==> src/rtl/snake_dir_input.sv <==
// Direction input path for the snake core: button sync, debounce and edge detect,
// legal-turn filtering and a small turn queue consumed one entry per game step.
module snake_dir_input #(
    parameter int         DEBOUNCE_CYCLES = 250000,
    parameter int         CNT_W           = 18,
    parameter int         QUEUE_DEPTH     = 2,
    parameter logic [1:0] RESET_DIR       = 2'd1
) (
    input  logic       clk,
    input  logic       rst,
    input  logic       up,
    input  logic       right,
    input  logic       left,
    input  logic       down,
    input  logic       step,
    output logic [1:0] dir,
    output logic [2:0] q_count,
    output logic       turn_drop
);

    // Bit index equals direction code: 0=up 1=right 2=down 3=left
    logic [3:0]       raw;
    logic [3:0]       s1;
    logic [3:0]       s2;
    logic [3:0]       stable;
    logic [3:0]       prev;
    logic [3:0]       press;
    logic [CNT_W-1:0] cnt [4];

    assign raw   = {left, down, right, up};
    assign press = stable & ~prev;

    always_ff @(posedge clk) begin
        if (rst) begin
            s1     <= '0;
            s2     <= '0;
            stable <= '0;
            prev   <= '0;
            for (int i = 0; i < 4; i++) begin
                cnt[i] <= '0;
            end
        end else begin
            s1   <= raw;
            s2   <= s1;
            prev <= stable;
            for (int i = 0; i < 4; i++) begin
                if (s2[i] == stable[i]) begin
                    cnt[i] <= '0;
                end else if (cnt[i] == CNT_W'(DEBOUNCE_CYCLES - 1)) begin
                    stable[i] <= s2[i];
                    cnt[i]    <= '0;
                end else begin
                    cnt[i] <= cnt[i] + 1'b1;
                end
            end
        end
    end

    logic [1:0] mem [4];
    logic [1:0] wr_ptr;
    logic [1:0] rd_ptr;
    logic [1:0] tail_ptr;
    logic [1:0] cand;
    logic [1:0] ref_dir;
    logic       has_press;
    logic       multi;
    logic       reject;
    logic       full;
    logic       pop;
    logic       push;
    logic       drop;

    function automatic logic [1:0] next_ptr(input logic [1:0] p);
        return (p == 2'(QUEUE_DEPTH - 1)) ? 2'd0 : p + 2'd1;
    endfunction

    always_comb begin
        has_press = |press;
        multi     = (press & (press - 4'd1)) != 4'd0;
        if (press[0]) begin
            cand = 2'd0;
        end else if (press[1]) begin
            cand = 2'd1;
        end else if (press[2]) begin
            cand = 2'd2;
        end else begin
            cand = 2'd3;
        end
    end

    // Legality is judged against the last queued turn, so turns chain correctly
    always_comb begin
        tail_ptr = (wr_ptr == 2'd0) ? 2'(QUEUE_DEPTH - 1) : wr_ptr - 2'd1;
        ref_dir  = (q_count != 3'd0) ? mem[tail_ptr] : dir;
        reject   = (cand == ref_dir) || ((cand ^ ref_dir) == 2'd2);
        full     = q_count == 3'(QUEUE_DEPTH);
        pop      = step && (q_count != 3'd0);
        push     = has_press && !reject && (!full || pop);
        drop     = multi || (has_press && !push);
    end

    always_ff @(posedge clk) begin
        if (!rst && push) begin
            mem[wr_ptr] <= cand;
        end
    end

    always_ff @(posedge clk) begin
        if (rst) begin
            wr_ptr    <= 2'd0;
            rd_ptr    <= 2'd0;
            q_count   <= 3'd0;
            dir       <= RESET_DIR;
            turn_drop <= 1'b0;
        end else begin
            turn_drop <= drop;
            if (push) begin
                wr_ptr <= next_ptr(wr_ptr);
            end
            if (pop) begin
                dir    <= mem[rd_ptr];
                rd_ptr <= next_ptr(rd_ptr);
            end
            if (push && !pop) begin
                q_count <= q_count + 3'd1;
            end else if (pop && !push) begin
                q_count <= q_count - 3'd1;
            end
        end
    end

endmodule
==> config.mk <==
export PLATFORM = sky130hd
export DESIGN_NAME = snake_dir_input
export DESIGN_NICKNAME = d
export VERILOG_FILES = /design/src/rtl/snake_dir_input.sv
export SDC_FILE = /design/constraint.sdc
export NUM_CORES = 1
export LEC_CHECK = 0
export ABC_AREA = 1
export BUFFER_PORTS_ARGS = -buffer_cell sky130_fd_sc_hd__clkbuf_2
export CORE_MARGIN = 2
export CORE_UTILIZATION = 37
export CTS_CLUSTER_DIAMETER = 40
export CTS_CLUSTER_SIZE = 25
export DETAILED_ROUTE_END_ITERATION = 12
export MAX_ROUTING_LAYER = met4
export PLACE_DENSITY = 0.51
export SLEW_MARGIN = 0
export SYNTH_ARGS = -nofsm -noshare
export SYNTH_HDL_FRONTEND = slang
export SYNTH_SLANG_ARGS = --single-unit
==> constraint.sdc <==
create_clock -name clk -period 2.3 [get_ports clk]
set_input_delay 0.23 -clock clk [delete_from_list [all_inputs] [get_ports clk]]
set_output_delay 0.23 -clock clk [all_outputs]
set_load 0.005 [all_outputs]
**Word level (Yosys, flattened, before mapping)**

Memories as Yosys holds them, arrays and structs flattened. A register that Yosys moved wholly into a read port is not among the register bits.
Index checks and enable logic that the tools add are counted.

- Output and inout port bits: 6
- Bits in writable memories: 80
- Latch bits: 0
- Input port bits: 7
- Bits in read-only memories: 0
- Memories kept: 2
- Bits in registers: 24

- Add/subtract/negate cells: 10
- Bitwise operators: 20
- Eq/ne operators: 13
- Multipliers: 0
- Shifts and indexed selects: 0
- Mux-type cells: 69
- $lt $le $gt $ge: 0
- Reduce and logical (&&, ||, !) cells: 24
- Div/mod/pow operators: 0

Memories:

| name | depth | width | read ports | clocked after memory_dff | write ports | line | RTL |
|---|---|---|---|---|---|---|---|
| cnt | 4 | 18 | 4 | 0 | 4 | 28 | `logic [CNT_W-1:0] cnt [4];` |
| mem | 4 | 2 | 2 | 1 | 1 | 59 | `logic [1:0] mem [4];` |

Operators with widths:

| operator | count |
|---|---|
| 2-to-1 mux 18 bit | 12 |
| adder 18 x 1 -> 18 bit, second input constant | 4 |
| equality test 18 bit, second input constant | 4 |
| 2-to-1 mux 1 bit | 49 |
| 2-to-1 mux 2 bit | 6 |
| bitwise OR 1 bit | 12 |
| AND 4 bit | 2 |
| AND reduction 2 bit | 4 |
| logical AND 1 bit | 7 |
| 2-to-1 mux 3 bit | 2 |
| logical NOT 1 bit | 5 |
| adder 2 x 1 -> 2 bit, second input constant | 2 |
| equality test 1 bit | 4 |
| equality test 2 x 1 -> 1 bit, second input constant | 2 |
| inverter 1 bit | 4 |
| inverter 4 bit | 1 |
| nonzero test 4 bit | 1 |
| OR reduction 4 bit | 1 |
| subtractor 4 x 1 -> 4 bit, second input constant | 1 |
| adder 3 x 1 -> 3 bit, second input constant | 1 |
| equality test 3 x 2 -> 1 bit, second input constant | 1 |
| logical OR 1 bit | 3 |
| nonzero test 3 bit | 1 |
| subtractor 3 x 1 -> 3 bit, second input constant | 1 |
| other kinds (6) | 6 |

**Logic depth before layout (Yosys ltp)**

- Depth in word-level cells: 15
- Depth in mapped cells: 16
- Mapped depth without buffers: 16

**Worst setup path after synthesis**

No wires, ideal clock.

- Kind: reg-to-reg
- Start point: reg q_count[0]
- End point: reg q_count[2]
- Slack: 0.076 ns
- Cell stages (with the launch flop): 14
- Setup time: 0.122 ns
- Required time: 2.178 ns
- Arrival: 2.102 ns
- Path buffers: 0
- Cells stage by stage: dfxtp_1 > nor2_1 > nand2_1 > or2_2 > nand3_1 > nand3_2 > inv_1 > ha_1 > inv_1 > fa_1 > a21oi_1 > o21ai_0 > o21ai_0 > a21oi_1

- Word-level cells in the longest chain between the ends: 11

RTL lines:

| element | line | RTL |
|---|---|---|
| from (decl) | 17 | `output logic [2:0] q_count,` |
| from (signal assigned) | 125 | `q_count <= q_count + 3'd1;` |
| from (signal assigned) | 127 | `q_count <= q_count - 3'd1;` |
| nonzero test 3 bit | 94, 97 |  |
| 2-to-1 mux 2 bit | 94 | `ref_dir = (q_count != 3'd0) ? mem[tail_ptr] : dir;` |
| XOR 2 bit | 95 | `reject = (cand == ref_dir) \|\| ((cand ^ ref_dir) == 2'd2);` |
| equality test 2 bit | 95 |  |
| logical OR 1 bit | 95 |  |
| logical NOT 1 bit | 98 | `push = has_press && !reject && (!full \|\| pop);` |
| logical AND 1 bit (2 in a row) | 98 |  |
| logical NOT 1 bit | 126 | `end else if (pop && !push) begin` |
| logical AND 1 bit | 126 |  |
| nonzero test 2 bit (no source line) | n/a |  |

Several ways; a longest one is shown, not always the timed one. The select of a mux whose other input is x is not followed.
A chain may end at the register's enable or synchronous reset.

**Worst setup path in the final report**

- Start point: reg stable[3]
- End point: reg q_count[2]

- Word-level cells in the longest chain between the ends: 7

RTL lines:

| element | line | RTL |
|---|---|---|
| from (decl) | 25 | `logic [3:0] stable;` |
| from (signal, indexed assignment) | 50 | `stable[i] <= s2[i];` |
| AND 4 bit (*) | 31 | `assign press = stable & ~prev;` |
| OR reduction 4 bit (*) | 78 | `has_press = \|press;` |
| logical AND 1 bit (*) (2 in a row) | 98 |  |
| logical NOT 1 bit | 126 |  |
| logical AND 1 bit | 126 |  |
| nonzero test 2 bit (no source line) | n/a |  |

Mark *: on every way between the ends. The rest lies on a longest branch, timed or not.

==> flow_metrics.env <==
export IMPL_status="complete, no violations"
export IMPL_fin_nets=763
export IMPL_clock_skew_ns=0.0103
export IMPL_combPwrFrac_pct=12.0
export IMPL_arrival_ns=2.37
export IMPL_synthDistinctLibCells=40
export IMPL_synth_warnings=0
export IMPL_synth_most_common_cell="nand2_1"
export IMPL_clock_latency_ns=0.35
export IMPL_p_int_mw=3.13
export IMPL_finalHoldViolations=0
export IMPL_drv_slew=0
export IMPL_critical_path_class="reg2reg"
export IMPL_grt_pass1_vias=4006
export IMPL_p_switching_mw=1.15
export IMPL_cts_tree="done"
export IMPL_die_area_um2=16400
export IMPL_clk_pin_slew_ns=0.08
export IMPL_die_h_um=128
export IMPL_cts_max_path_buffers=2
export IMPL_rsz0062_at_grt="false"
export IMPL_start_util_pct=37.7
export IMPL_die_width_um=128
export IMPL_worst_slew_pin_slew_ns=0.559
export IMPL_via_count=4343
export IMPL_synth_cells=656
export IMPL_crit_path_start_kind="register"
export IMPL_synth_edf_count=80
export IMPL_route_detailed_drc=0
export IMPL_r2r_slack_ns=0.17
export IMPL_period_share_pct=92.5
export IMPL_clockRootBuffer="clkbuf_16"
export IMPL_io_pins=13
export IMPL_drt_iter0_drc=239
export IMPL_antenna_found_initial=0
export IMPL_synth_top_cell_by_area="edfxtp_1"
export IMPL_endpoint_kind="register"
export IMPL_clockPowerShare_pct=35.0
export IMPL_fillers=1548
export IMPL_h_tree_depth=3
export IMPL_grt_pass1_wl_um=18100
export IMPL_numCtsBuffers=9
export IMPL_switching_share_pct=26.9
export IMPL_area_growth_pct=15.3
export IMPL_ir_worst_vdd_mv=0.452
export IMPL_cp_common_cell="inv_1"
export IMPL_post_drt_via_cell_ratio=4.61
export IMPL_cpPeakStageDelay_ns=0.35
export IMPL_routedWlPerCell_um=11.1
export IMPL_synth_common_cells="nand2_1 (103), inv_1 (98), nor2_1 (96)"
export IMPL_cellPowerDensity_nw_per_um2=653
export IMPL_core_area_um2=15100
export IMPL_power_leakage_nw=2.64
export IMPL_hold_class="in2reg"
export IMPL_drt_first_pass_iters=4
export IMPL_n_antenna_cell=0
export IMPL_pwr_share_seq_pct=53.0
export IMPL_synth_area_leaders="edfxtp_1 (42%), dfxtp_1 (9.2%), nand2_1 (6.8%)"
export IMPL_post_place_cells=927
export IMPL_async_flop_share_pct=0
export IMPL_synth_seq_cells=106
export IMPL_cts_num_sinks=106
export IMPL_cap_violations=0
export IMPL_netlist_area_leader_share_pct=42.3
export IMPL_fmax_ghz=0.470
export IMPL_timing_setup_tns_ns=0
export IMPL_yosys_most_used_dff="edfxtp_1"
export IMPL_final_util_pct=43.4
export IMPL_path_max_fanout=4
export IMPL_track_usage_pct=14.0
export IMPL_syn_area_um2=5680
export IMPL_rows=45
export IMPL_yosysSeqAreaShare_pct=51.4
export IMPL_slowest_stage="dfxtp_2"
export IMPL_post_route_min_period_ns=2.13
export IMPL_grt_max_degree=20
export IMPL_syn_avg_cell_area_um2=8.66
export IMPL_relSlewSlack_pct=62.4
export IMPL_whs_ns=0.0986
export IMPL_dp_hpwl_um=8000
export IMPL_setup_viol=0
export IMPL_wl_um=10500
export IMPL_gp_congestion=0.877
export IMPL_grt_ovfl_total=0
export IMPL_hold_buffers=0
export IMPL_worstPathRequired_ns=2.55
export IMPL_ant_nets=0
export IMPL_io_buffers=12
export IMPL_finalNonFillerCells=943
export IMPL_drive_above_1_share_pct=11.9
export IMPL_path_cells="inv_1 > or2_1 > nand2_1 > nor2_1 > nor2_1 > nand3_2 > inv_1 > ha_1 > inv_1 > fa_2 > a21oi_1 > o21ai_1 > o21ai_1 > a21oi_1"
-- path summary, 6_finish.rpt --
check                                                to  cells past startpoint              startpoint
worst max-delay path            q_count[2]$_SDFFE_PP0P_                     14  stable[3]$_SDFFE_PP0N_
worst min-delay path                   s1[2]$_SDFF_PP0_                      3                    down
worst max register to register  q_count[2]$_SDFFE_PP0P_                     14  stable[3]$_SDFFE_PP0N_
worst min register to register         s2[3]$_SDFF_PP0_                      2        s1[3]$_SDFF_PP0_
-- metrics by stage --
| step | worst slack (ns) | power, mW | area, um2 |
|---|---|---|---|
| finish | 0.172 | 4.28 | 6550 |
| CTS | 0.0104 | 4.32 | 6530 |
| detailed placement | 0.0378 | 2.79 | 6240 |
| global route | 0.00641 | 4.51 | 6550 |
| global placement | 0.0377 | 2.78 | 6240 |
| floorplan | 0.0760 | 2.61 | 5950 |
-- layer usage --
layer | global-route usage (%) | vias up | wire (um)
li1 | - | 2290 | -
met1 | 17.8 | 2007 | 5110
met2 | 22.6 | 35 | 5010
met3 | 2.42 | 11 | 215
met4 | 5.37 | 0 | 157
met5 | - | - | 0
-- worst max-delay path, delay by kind of cell (launching register included) --
family / cells / cell delay, ns
AND/OR/NAND/NOR: 5 / 0.61
adder cells (fa/ha/maj): 2 / 0.47
AO/OA/AOI/OAI: 4 / 0.41
buffers and inverters: 3 / 0.18
flip-flops: 1 / 0.35
-- placed cells by master (no fill, tap or decap), drive strengths merged --
| master | Yosys | final |
|---|---|---|
| dfxtp | 26 | 26 |
| nand4 | 23 | 23 |
| inv | 102 | 105 |
| clkbuf | 1 | 22 |
| nand2 | 115 | 115 |
| nor4 | 8 | 8 |
| fa | 1 | 1 |
| or2 | 11 | 11 |
| nand3b | 5 | 5 |
| buf | 6 | 7 |
| a31oi | 2 | 2 |
| nor3 | 17 | 17 |
| nand3 | 40 | 40 |
| nor2 | 108 | 108 |
| clkinv | 0 | 3 |
| nor3b | 8 | 8 |
| o21ai | 24 | 24 |
| ha | 5 | 5 |
| or3 | 1 | 1 |
| xor2 | 21 | 21 |
| edfxtp | 80 | 80 |
| xnor2 | 5 | 5 |
| o22ai | 1 | 1 |
| a21oi | 45 | 45 |
| conb | 1 | 72 |
-- power groups by stage --
stage / clock network [mW] / registers (mW) / logic (mW)
after global placement: 0 / 2.30 / 0.478
after global routing: 1.63 / 2.29 / 0.595
after CTS: 1.57 / 2.26 / 0.492
after floorplan: 0 / 2.29 / 0.314
after detailed placement: 0 / 2.30 / 0.489
final: 1.50 / 2.27 / 0.513
-- registers in the layout (all words and copies together) (netlist names) --
register and flops:
mem 8, rd_ptr 2, wr_ptr 2, turn_drop 1, dir 2, s2 4, stable 4, prev 4
cnt 72, q_count 3, s1 4
-- timing repair --
action	in CTS	in global routing
resized for setup	0	10
buffers inserted	0	0
setup endpoints to repair	0	1
-- cell families after synthesis --
family	share of synthesized area, %
compound gates	6.41
fa+ha+maj	1.45
flops	51.4
other cells	0.0660
buf+inv	7.69
xor+xnor	4.01
simple gates	28.9
-- layout make-up --
| type | instances | area, um2 | share of cell area (%) |
|---|---|---|---|
| clock inverter | 6 | 60.1 | 0.916 |
| inverter | 102 | 383 | 5.84 |
| tap | 188 | 235 | 3.59 |
| multi-input combinational | 512 | 2610 | 39.8 |
| clock buffer | 10 | 229 | 3.49 |
| timing repair buffer | 19 | 113 | 1.72 |
| sequential | 106 | 2930 | 44.6 |
(Power assumes the default switching activity.)
